### config.mk
export PLATFORM = sky130hd
export DESIGN_NAME = ahb_sram_slave64_flat
export DESIGN_NICKNAME = d
export VERILOG_FILES = /design/src/rtl/ahb_sram_slave64_if.sv /design/src/rtl/ahb_sram_slave64.sv /design/src/flat_wrapper.sv
export SDC_FILE = /design/constraint.sdc
export NUM_CORES = 1
export LEC_CHECK = 0
export CORE_AREA = 2 2 125 127
export DETAILED_ROUTE_END_ITERATION = 10
export DIE_AREA = 0 0 127 129
export GPL_ROUTABILITY_DRIVEN = 0
export PLACE_DENSITY_LB_ADDON = 0.08
export SETUP_SLACK_MARGIN = 0.4
export SKIP_LAST_GASP = 1
export SLEW_MARGIN = 30
export SYNTH_ARGS = -nofsm -noshare
export SYNTH_HDL_FRONTEND = slang
export SYNTH_SLANG_ARGS = --single-unit
### constraint.sdc
create_clock -name HCLK -period 2.3 [get_ports HCLK]
set_input_delay 0.46 -clock HCLK [delete_from_list [all_inputs] [get_ports HCLK]]
set_output_delay 0.46 -clock HCLK [all_outputs]
set_load 0.03 [all_outputs]
### src/rtl/ahb_sram_slave64_if.sv
// AHB-lite bus bundle between the IFU/LSU master mux and the 64-bit SRAM slave.
interface ahb_sram_slave64_if;
    logic        HSEL;
    logic [31:0] HADDR;
    logic [1:0]  HTRANS;
    logic        HWRITE;
    logic [2:0]  HSIZE;
    logic [63:0] HWDATA;
    logic        HREADY;
    logic        HREADYOUT;
    logic        HRESP;
    logic [63:0] HRDATA;

    modport master (
        output HSEL, HADDR, HTRANS, HWRITE, HSIZE, HWDATA, HREADY,
        input  HREADYOUT, HRESP, HRDATA
    );

    modport slave (
        input  HSEL, HADDR, HTRANS, HWRITE, HSIZE, HWDATA, HREADY,
        output HREADYOUT, HRESP, HRDATA
    );
endinterface

### src/rtl/ahb_sram_slave64.sv
// 64-bit AHB-lite slave fronting a single-port synchronous SRAM with per-byte write mask.
// Optional macro AHB_SRAM_ERR_EN: oversized or misaligned transfers get a two-cycle ERROR.
module ahb_sram_slave64 #(
    parameter int AW_MEM      = 10,
    parameter int WAIT_STATES = 0
) (
    input  logic              HCLK,
    input  logic              HRESETn,
    ahb_sram_slave64_if.slave bus,
    output logic              sram_cs,
    output logic              sram_we,
    output logic [7:0]        sram_wmask,
    output logic [AW_MEM-1:0] sram_addr,
    output logic [63:0]       sram_wdata,
    input  logic [63:0]       sram_rdata
);

    typedef enum logic [2:0] {
        S_IDLE,
        S_RD,
        S_WR,
        S_ERR1,
        S_ERR2
    } state_t;

    localparam logic [2:0] WS      = 3'(WAIT_STATES);
    localparam logic [2:0] WS_COLL = (WAIT_STATES >= 7) ? 3'd7 : 3'(WAIT_STATES + 1);

    function automatic logic [2:0] eff_size(input logic [2:0] sz);
        return (sz > 3'd3) ? 3'd3 : sz;
    endfunction

    function automatic logic [7:0] lane_mask(input logic [2:0] sz, input logic [2:0] a);
        logic [7:0] m;
        case (sz)
            3'd0:    m = 8'h01 << a;
            3'd1:    m = 8'h03 << {a[2:1], 1'b0};
            3'd2:    m = 8'h0F << {a[2], 2'b00};
            default: m = 8'hFF;
        endcase
        return m;
    endfunction

`ifdef AHB_SRAM_ERR_EN
    function automatic logic misaligned(input logic [2:0] sz, input logic [2:0] a);
        logic r;
        case (sz)
            3'd0:    r = 1'b0;
            3'd1:    r = a[0];
            3'd2:    r = |a[1:0];
            3'd3:    r = |a;
            default: r = 1'b1;
        endcase
        return r;
    endfunction
`endif

    state_t              state_q, state_d;
    logic [2:0]          wait_q, wait_d;
    logic [AW_MEM-1:0]   addr_q, addr_d;
    logic [7:0]          mask_q, mask_d;
    logic                pend_q, pend_d;
    logic                issued_q, issued_d;
    logic [63:0]         rd_hold_q;

    logic addr_ph, accept, bad_xfer, hready_out;
    logic wr_exec, pend_issue, ap_issue;
    logic unused_ok;

    assign addr_ph = bus.HSEL & bus.HTRANS[1];
    assign accept  = addr_ph & bus.HREADY;

`ifdef AHB_SRAM_ERR_EN
    assign bad_xfer = misaligned(bus.HSIZE, bus.HADDR[2:0]);
`else
    assign bad_xfer = 1'b0;
`endif

    always_comb begin
        hready_out = 1'b1;
        case (state_q)
            S_RD, S_WR: hready_out = (wait_q == 3'd0);
            S_ERR1:     hready_out = 1'b0;
            default:    hready_out = 1'b1;
        endcase
    end

    // SRAM port arbitration: write execution, then a collided read, then the address-phase read.
    assign wr_exec    = (state_q == S_WR) && (wait_q == 3'd0);
    assign pend_issue = (state_q == S_RD) && pend_q;
    assign ap_issue   = HRESETn & addr_ph & ~bus.HWRITE & ~bad_xfer & ~wr_exec & ~pend_issue;

    assign sram_cs    = wr_exec | pend_issue | ap_issue;
    assign sram_we    = wr_exec;
    assign sram_wmask = wr_exec ? mask_q : 8'h00;
    assign sram_addr  = (wr_exec | pend_issue) ? addr_q : bus.HADDR[AW_MEM+2:3];
    assign sram_wdata = bus.HWDATA;

    // Only issues that belong to an accepted read may refresh the hold register.
    assign issued_d = (hready_out & accept & ap_issue) | pend_issue;

    always_comb begin
        state_d = state_q;
        wait_d  = wait_q;
        addr_d  = addr_q;
        mask_d  = mask_q;
        pend_d  = pend_q & ~pend_issue;
        if (state_q == S_ERR1) begin
            state_d = S_ERR2;
        end else if (hready_out) begin
            state_d = S_IDLE;
            pend_d  = 1'b0;
            if (accept) begin
                addr_d = bus.HADDR[AW_MEM+2:3];
                mask_d = lane_mask(eff_size(bus.HSIZE), bus.HADDR[2:0]);
                wait_d = 3'd0;
                if (bad_xfer) begin
                    state_d = S_ERR1;
                end else if (bus.HWRITE) begin
                    state_d = S_WR;
                    wait_d  = WS;
                end else begin
                    state_d = S_RD;
                    pend_d  = ~ap_issue;
                    wait_d  = ap_issue ? WS : WS_COLL;
                end
            end
        end else if (wait_q != 3'd0) begin
            wait_d = wait_q - 3'd1;
        end
    end

    always_ff @(posedge HCLK or negedge HRESETn) begin
        if (!HRESETn) begin
            state_q   <= S_IDLE;
            wait_q    <= 3'd0;
            addr_q    <= '0;
            mask_q    <= 8'h00;
            pend_q    <= 1'b0;
            issued_q  <= 1'b0;
            rd_hold_q <= 64'd0;
        end else begin
            state_q  <= state_d;
            wait_q   <= wait_d;
            addr_q   <= addr_d;
            mask_q   <= mask_d;
            pend_q   <= pend_d;
            issued_q <= issued_d;
            if (issued_q) begin
                rd_hold_q <= sram_rdata;
            end
        end
    end

    assign bus.HREADYOUT = hready_out;
    assign bus.HRDATA    = issued_q ? sram_rdata : rd_hold_q;

`ifdef AHB_SRAM_ERR_EN
    assign bus.HRESP = (state_q == S_ERR1) || (state_q == S_ERR2);
`else
    assign bus.HRESP = 1'b0;
`endif

    assign unused_ok = ^{bus.HTRANS[0], bus.HADDR[31:AW_MEM+3]};

endmodule

### src/flat_wrapper.sv
// flat-port wrapper written by rule: the top's interface ports become plain ports
module ahb_sram_slave64_flat 
#(
    parameter int AW_MEM      = 10,
    parameter int WAIT_STATES = 0
)
  (HCLK, HRESETn, sram_cs, sram_we, sram_wmask, sram_addr, sram_wdata, sram_rdata, bus_HSEL, bus_HADDR, bus_HTRANS, bus_HWRITE, bus_HSIZE, bus_HWDATA, bus_HREADY, bus_HREADYOUT, bus_HRESP, bus_HRDATA);
  ahb_sram_slave64_if bus_i ();
  input  logic HCLK;
  input  logic HRESETn;
  output logic sram_cs;
  output logic sram_we;
  output logic [7:0] sram_wmask;
  output logic [AW_MEM-1:0] sram_addr;
  output logic [63:0] sram_wdata;
  input  logic [63:0] sram_rdata;
  input wire logic [$bits(bus_i.HSEL)-1:0] bus_HSEL;
  input wire logic [$bits(bus_i.HADDR)-1:0] bus_HADDR;
  input wire logic [$bits(bus_i.HTRANS)-1:0] bus_HTRANS;
  input wire logic [$bits(bus_i.HWRITE)-1:0] bus_HWRITE;
  input wire logic [$bits(bus_i.HSIZE)-1:0] bus_HSIZE;
  input wire logic [$bits(bus_i.HWDATA)-1:0] bus_HWDATA;
  input wire logic [$bits(bus_i.HREADY)-1:0] bus_HREADY;
  output wire logic [$bits(bus_i.HREADYOUT)-1:0] bus_HREADYOUT;
  output wire logic [$bits(bus_i.HRESP)-1:0] bus_HRESP;
  output wire logic [$bits(bus_i.HRDATA)-1:0] bus_HRDATA;
  assign bus_i.HSEL = bus_HSEL;
  assign bus_i.HADDR = bus_HADDR;
  assign bus_i.HTRANS = bus_HTRANS;
  assign bus_i.HWRITE = bus_HWRITE;
  assign bus_i.HSIZE = bus_HSIZE;
  assign bus_i.HWDATA = bus_HWDATA;
  assign bus_i.HREADY = bus_HREADY;
  assign bus_HREADYOUT = bus_i.HREADYOUT;
  assign bus_HRESP = bus_i.HRESP;
  assign bus_HRDATA = bus_i.HRDATA;
  ahb_sram_slave64 #(.AW_MEM(AW_MEM), .WAIT_STATES(WAIT_STATES)) u_core (.HCLK(HCLK), .HRESETn(HRESETn), .bus(bus_i), .sram_cs(sram_cs), .sram_we(sram_we), .sram_wmask(sram_wmask), .sram_addr(sram_addr), .sram_wdata(sram_wdata), .sram_rdata(sram_rdata));
endmodule
==> reports/metrics.csv, run 1 <==
stage,metric,value,unit
logic_synthesis,Mapped Area,4314,um^2
timing,Fin Hold WS,0.2139,ns
cts,Clock Pin Slew Worst Setup and Hold Paths,0.06,ns
placed_design,I/O Buffers,170,
worst_setup_path,CP startpoint kind,flip-flop,
routing,vias per inst,4.504,
cts,Worst-Skew Late Latency,0.34,ns
grt,largest net degree at the start of global routing,91,
die,die area,16380,um^2
worst_setup_path,family with the most delay on the worst path,buffers and inverters,
placed_design,placed insts,635,
cts,CTS tree,done,
cts,H-tree levels,3,
logic_synthesis,Cells after Synth,335,
die,Initial Util,28.81,%
timing,Final period util,110.8,%
worst_setup_path,Setup Crit Path Kind,flip-flop to output pin,
grt,first-pass GRT wire length,18500,um
logic_synthesis,Mean Syn Cell Area,12.88,um^2
timing,crit path time final,2.547,ns
power,P per Cell Area,1328,nW/um^2
worst_setup_path,critical path capture point type,output pin,
power,Internal,0.006290,W
timing,worst setup margin,-0.2474,ns
routing,Wirelength per Cell,17.84,um
logic_synthesis,Synth area leader,dfrtp_1,
cells_and_area,"commonest cells after routing, fill and taps aside","buf_6 (92), dfrtp_1 (89), clkdlybuf4s50_1 (84), mux2_2 (43), mux2_4 (41)",
timing,Slew headroom,65.99,%
timing,setup violators final,21,
die,io pins,320,
placed_design,DP HPWL,7701,um
cells_and_area,layout cell share with drive strength beyond 1,56.78,%
grt,remaining global-route overflow,0,
worst_setup_path,worst-path cell chain,"inv_2, ha_4, ha_4, and4bb_2, nor2_4, buf_12, buf_12, mux2_4, buf_6",
routing,total number of vias,3175,
die,floorplan die height,129,um
routing,DRC,0,
logic_synthesis,post-synthesis compound-gate area fraction,5.945,%
flow_run,Max-cap violations,0,
cts,Longest Clk Path Bufs,2,
worst_setup_path,critical path's largest stage delay,0.36,ns
cells_and_area,post-route cell area,7472,um^2
worst_setup_path,CP arrival,2.09,ns
power,sw frac,36.63,%
logic_synthesis,Yosys top cell area share,52.20,%
timing,final hold vios,0,
worst_setup_path,Crit Path Max Fanout,5,
hold_path,min-delay worst type,input port to async pin,
logic_synthesis,Post-Synth Simple-Gate Area,4.785,%
logic_synthesis,synth top area cells,"dfrtp_1 (52%), mux2_2 (21%), buf_4 (11%)",
logic_synthesis,largest family of logic cells by synthesized area,multiplexers,
power,worst vdd ir,0.7325,mV
worst_setup_path,number of buffers and inverters on the critical path,4,
power,Static Leak,3.434,nW
grt,initial antenna violation count,1,
logic_synthesis,post-synthesis sequential area ratio,52.20,%
outcome,violated checks,setup timing,
logic_synthesis,distinct cell type count after synthesis,34,
cells_and_area,Total Nets Final,684,
grt,Total GRT Usage,15.02,%
logic_synthesis,post-synthesis net count,507,
timing,Slew @ Worst Pin,0.5102,ns
logic_synthesis,post-synthesis mux area share,22.27,%
logic_synthesis,Post-Synth Adder-Cell Area,0.5800,%
timing,Worst Skew,0.008341,ns
routing,WL final,12580,um
cells_and_area,Syn-to-layout area delta,73.20,%
routing,drt first pass iters,4,
cts,# clock sinks,90,
grt,vias in the first global route,3315,
cts,root buffer cell,clkbuf_16,
power,register share of total power,26.3,%
outcome,status,"complete, but fails checks",
die,num rows,45,
timing,RSZ-0062 raised after global routing,yes,
worst_setup_path,WP data required,1.84,ns
placed_design,pre-CTS setup slack,-0.2820,ns
placed_design,Area after DPL,6013,um^2
power,Clock Power Share,16.4,%
cells_and_area,# fillers,1353,
cts,hold_buf cts,0,
worst_setup_path,Crit-path slowest cell,dfrtp_1,
logic_synthesis,xor/xnor share of the synthesized area,0.3770,%
power,combinational share of power,57.2,%
timing,Fmax,0.3926,GHz
logic_synthesis,"flops & latches, synth",90,
cells_and_area,final core area utilization,49.89,%
cells_and_area,"commonest non-fill, non-tap cell in the layout",buf_6,
die,Core ar.,14980,um^2
cts,Num CTS Buffers,9,
cells_and_area,final cell count without fillers,705,
die,Die Width,127,um
timing,pins over their slew limit,0,
routing,Iteration-0 DRC Markers,119,
power,switching power,0.003635,W
logic_synthesis,synth warn,0,
routing,ANT nets after route,0,
-- cell usage after synthesis --
| library cell | n |
|---|---|
| nor2_1 | 13 |
| nor3_1 | 1 |
| a211oi_4 | 1 |
| and2b_1 | 1 |
| mux2_4 | 4 |
| conb_1 | 1 |
| a21o_1 | 4 |
| buf_1 | 1 |
| and2_1 | 8 |
| ha_1 | 2 |
| nand3_1 | 2 |
| or3_1 | 1 |
| and4bb_2 | 2 |
| nor3b_2 | 1 |
| o21a_1 | 1 |
| xor2_2 | 1 |
| o21ai_0 | 4 |
| o2bb2ai_1 | 2 |
| dfrtp_1 | 90 |
| and3b_1 | 1 |
| o211a_1 | 1 |
| nor3_4 | 1 |
| nand2_1 | 1 |
| buf_6 | 4 |
| a21oi_1 | 19 |
| o21bai_1 | 4 |
| nand2b_1 | 2 |
| a31o_2 | 1 |
| inv_1 | 6 |
| mux2_2 | 80 |
| clkbuf_1 | 7 |
| o31ai_1 | 1 |
| buf_4 | 66 |
| a41o_1 | 1 |
-- state kept, by name, summed over array words and instances, names as in the netlist --
name,count
u_core.wait_q,3
u_core.addr_q,10
u_core.pend_q,1
u_core.rd_hold_q,64
u_core.state_q,3
u_core.mask_q,8
u_core.issued_q,1
-- path summary, 6_finish.rpt --
check	from	endpoint	slack [ns]	cells after the start
max reg2reg	u_core.wait_q[1]$_DFFE_PN0P_	u_core.addr_q[8]$_DFFE_PN0P_	0.16	13
min	HRESETn	u_core.wait_q[2]$_DFFE_PN0P_	0.21	2
max	u_core.wait_q[1]$_DFFE_PN0P_	sram_addr[2]	-0.25	9
min reg2reg	u_core.rd_hold_q[54]$_DFF_PN0_	u_core.rd_hold_q[54]$_DFF_PN0_	0.50	1
max in group asynchronous	HRESETn	u_core.rd_hold_q[36]$_DFF_PN0_	1.70	2
min in group HCLK	u_core.rd_hold_q[54]$_DFF_PN0_	u_core.rd_hold_q[54]$_DFF_PN0_	0.50	1
-- power by group through the flow --
stage | Sequential (W) | Combinational, W | Clock [W]
final | 0.00261 | 0.00568 | 0.00163
after global routing | 0.00271 | 0.00600 | 0.00176
after CTS | 0.00257 | 0.00535 | 0.00169
after detailed placement | 0.00260 | 0.00481 | 0
after global placement | 0.00258 | 0.00480 | 0
after floorplan | 0.00254 | 0.00296 | 0
-- metrics by stage --
stage | total power, W | TNS [ns]
final | 0.009926 | -2.734
after global routing | 0.01046 | -5.225
after CTS | 0.009620 | -3.802
after detailed placement | 0.007407 | -2.218
after global placement | 0.007378 | -2.035
after floorplan | 0.005507 | 0
-- cell families (layout without fill, tap and decap cells) --
kind of cell    after synthesis  in the layout
compound gates               39             39
xor+xnor                      1              1
fa+ha+maj                     2              2
buf+inv                      84            265
flops                        90             90
mux                          84             84
other cells                   1              2
simple gates                 34             34
-- final cells by class --
cell class,instances,area [um^2],share of cell area (%)
clock inverters,4,75.07,1.005
diodes,1,2.502,0.03349
repair buffers,244,2903,38.85
clock buffers,11,252.7,3.382
well taps,188,235.2,3.148
flip-flops and latches,90,2253,30.16
inverters,6,22.52,0.3014
multi-input cells,161,1728,23.12
-- timing repair --
item | 4_1_cts | 5_1_grt
pin swaps | 6 | 6
buffers inserted | 31 | 13
resized for setup | 469 | 75
gates cloned | 9 | 1
setup endpoints to repair | 96 | 105
-- layer usage --
layer / vias to the layer above / share of wire [%] / GRT usage [%]
met5: - / 0 / 0
met4: 0 / 3.1 / 8.080
met3: 43 / 7.1 / 4.532
met2: 122 / 50 / 25.27
met1: 1573 / 40 / 17.30
li1: 1437 / - / -
(Power assumes the default switching activity.)
==> inputs of run 2 (changes only) <==
Settings changed: CORE_AREA 2 2 125 127 to default, CORE_MARGIN from default to 5, CORE_UTILIZATION from default to 31, DIE_AREA 0 0 127 129 to default.
==> reports/metrics.csv, run 2 (synthesis gave the netlist of run 1 again) <==
stage,metric,value,unit
cells_and_area,post-route cell area,7254,um^2
worst_setup_path,number of buffers and inverters on the critical path,6,
grt,first-pass GRT wire length,19560,um
worst_setup_path,Crit-path slowest cell,dfrtp_1,
worst_setup_path,CP arrival,2.07,ns
worst_setup_path,Crit Path Max Fanout,5,
grt,initial antenna violation count,0,
cts,Clock Pin Slew Worst Setup and Hold Paths,0.06,ns
hold_path,min-delay worst type,input port to async pin,
power,Total Power,0.009995,W
cells_and_area,final cell count without fillers,684,
cts,Num CTS Buffers,9,
worst_setup_path,Setup Crit Path Kind,flip-flop to output pin,
cts,hold_buf cts,0,
cells_and_area,layout cell share with drive strength beyond 1,53.97,%
routing,total number of vias,3097,
timing,Final period util,109.8,%
placed_design,Area after DPL,5983,um^2
routing,vias per inst,4.528,
outcome,violated checks,setup timing,
die,io pins,320,
cts,CTS tree,done,
die,num rows,43,
power,P per Cell Area,1378,nW/um^2
worst_setup_path,worst-path cell chain,"inv_2, ha_4, ha_4, and4bb_2, buf_4, buf_6, buf_6, buf_6, and2_4, buf_6",
cells_and_area,largest registers,"u_core.rd_hold_q: 64 flops, u_core.addr_q: 10 flops, u_core.mask_q: 8 flops",
worst_setup_path,critical path capture point type,output pin,
cells_and_area,# fillers,1248,
timing,Slew @ Worst Pin,0.5050,ns
cts,# clock sinks,90,
timing,final hold vios,0,
die,die area,16380,um^2
worst_setup_path,WP data required,1.84,ns
worst_setup_path,CP startpoint kind,flip-flop,
flow_run,Max-cap violations,0,
cells_and_area,"commonest cells after routing, fill and taps aside","buf_6 (91), dfrtp_1 (89), clkdlybuf4s50_1 (84), mux2_2 (49), mux2_4 (35)",
routing,Iteration-0 DRC Markers,75,
cts,root buffer cell,clkbuf_16,
die,Die Width,128.0,um
die,Core ar.,13770,um^2
routing,ANT nets after route,0,
cts,H-tree levels,3,
worst_setup_path,critical path's largest stage delay,0.37,ns
timing,setup violators final,22,
timing,pins over their slew limit,0,
timing,RSZ-0062 raised after global routing,yes,
worst_setup_path,family with the most delay on the worst path,buffers and inverters,
cells_and_area,max reg flops,64,
cells_and_area,"commonest non-fill, non-tap cell in the layout",buf_6,
grt,vias in the first global route,3486,
cts,Longest Clk Path Bufs,2,
cells_and_area,Total Nets Final,671,
cells_and_area,final core area utilization,52.67,%
die,floorplan die height,128.0,um
timing,crit path time final,2.525,ns
worst_setup_path,CP most frequent cell,buf_6,
power,worst vdd ir,0.8032,mV
timing,Slew headroom,66.33,%
outcome,status,"complete, but fails checks",
cells_and_area,# diodes,0,
grt,largest net degree at the start of global routing,91,
routing,drt first pass iters,4,
placed_design,placed insts,624,
grt,remaining global-route overflow,0,
cells_and_area,largest register by flop count,u_core.rd_hold_q,
cells_and_area,Syn-to-layout area delta,68.16,%
power,Static Leak,3.355,nW
timing,TNS Setup,-4.382,ns
routing,Wirelength per Cell,18.70,um
timing,Worst Skew,0.004719,ns
routing,WL final,12790,um
placed_design,DP HPWL,8298,um
cts,Worst-Skew Late Latency,0.34,ns
die,Initial Util,31.32,%
timing,Fmax,0.3960,GHz
routing,DRC,0,
grt,Total GRT Usage,15.59,%
timing,worst setup margin,-0.2251,ns
placed_design,I/O Buffers,170,
-- run 2: layout make-up --
class	count	area (um^2)	share of cell area, %
Clock inverter	7	141.4	1.949
Sequential cell	90	2253	31.06
Timing Repair Buffer	231	2724	37.55
Clock buffer	9	225.2	3.105
Multi-Input combinational cell	161	1663	22.92
Inverter	6	22.52	0.3105
Tap cell	180	225.2	3.105
-- run 2: worst paths after layout --
path,startpoint,to,slack [ns],depth (start not counted)
max,u_core.wait_q[1]$_DFFE_PN0P_,sram_wmask[4],-0.23,10
min,HRESETn,u_core.addr_q[0]$_DFFE_PN0P_,0.19,2
max reg2reg,u_core.wait_q[1]$_DFFE_PN0P_,u_core.pend_q$_DFF_PN0_,-0.09,14
min reg2reg,u_core.rd_hold_q[48]$_DFF_PN0_,u_core.rd_hold_q[48]$_DFF_PN0_,0.51,1
max in group asynchronous,HRESETn,u_core.issued_q$_DFF_PN0_,1.71,2
min in group HCLK,u_core.rd_hold_q[48]$_DFF_PN0_,u_core.rd_hold_q[48]$_DFF_PN0_,0.51,1
-- run 2: worst register-to-register path: cells and delay by family, from the launching register on --
| kind | cells | cell delay (ns) |
|---|---|---|
| AOI/OAI and AO/OA | 1 | 0.19 |
| buffers and inverters | 8 | 0.92 |
| DFF | 1 | 0.37 |
| and+or+nand+nor | 3 | 0.50 |
| adders and majority gates | 2 | 0.31 |
-- run 2: through the flow --
stage	setup slack (ns)	hold WS (ns)
after global routing	-0.2959	0.2558
after global placement	-0.2952	0.4780
final	-0.2251	0.1940
after detailed placement	-0.3160	0.4789
after CTS	-0.2729	0.2259
after floorplan	0.1141	0.1644
-- run 2: routing by layer --
metal  wire (um)  vias to the layer above  GRT usage, %
met1        4570                     1505         16.99
met2        6563                      142         26.09
met3        1181                       44         5.500
met5           0                        -             0
li1            -                     1406             -
met4         476                        0         9.238
-- run 2: power by group --
group          internal [W]  leakage (nW)  switching [W]
Combinational       0.00287          2.04        0.00273
Clock               0.00117         0.176       0.000634
Sequential          0.00234          1.14       0.000254
Total               0.00638          3.35        0.00361
-- run 2: what timing repair did --
action | in CTS | in global routing
setup endpoints to repair | 97 | 108
gates resized for setup | 500 | 31
pin swaps | 8 | 6
gates cloned | 9 | 1
buffers inserted | 28 | 6
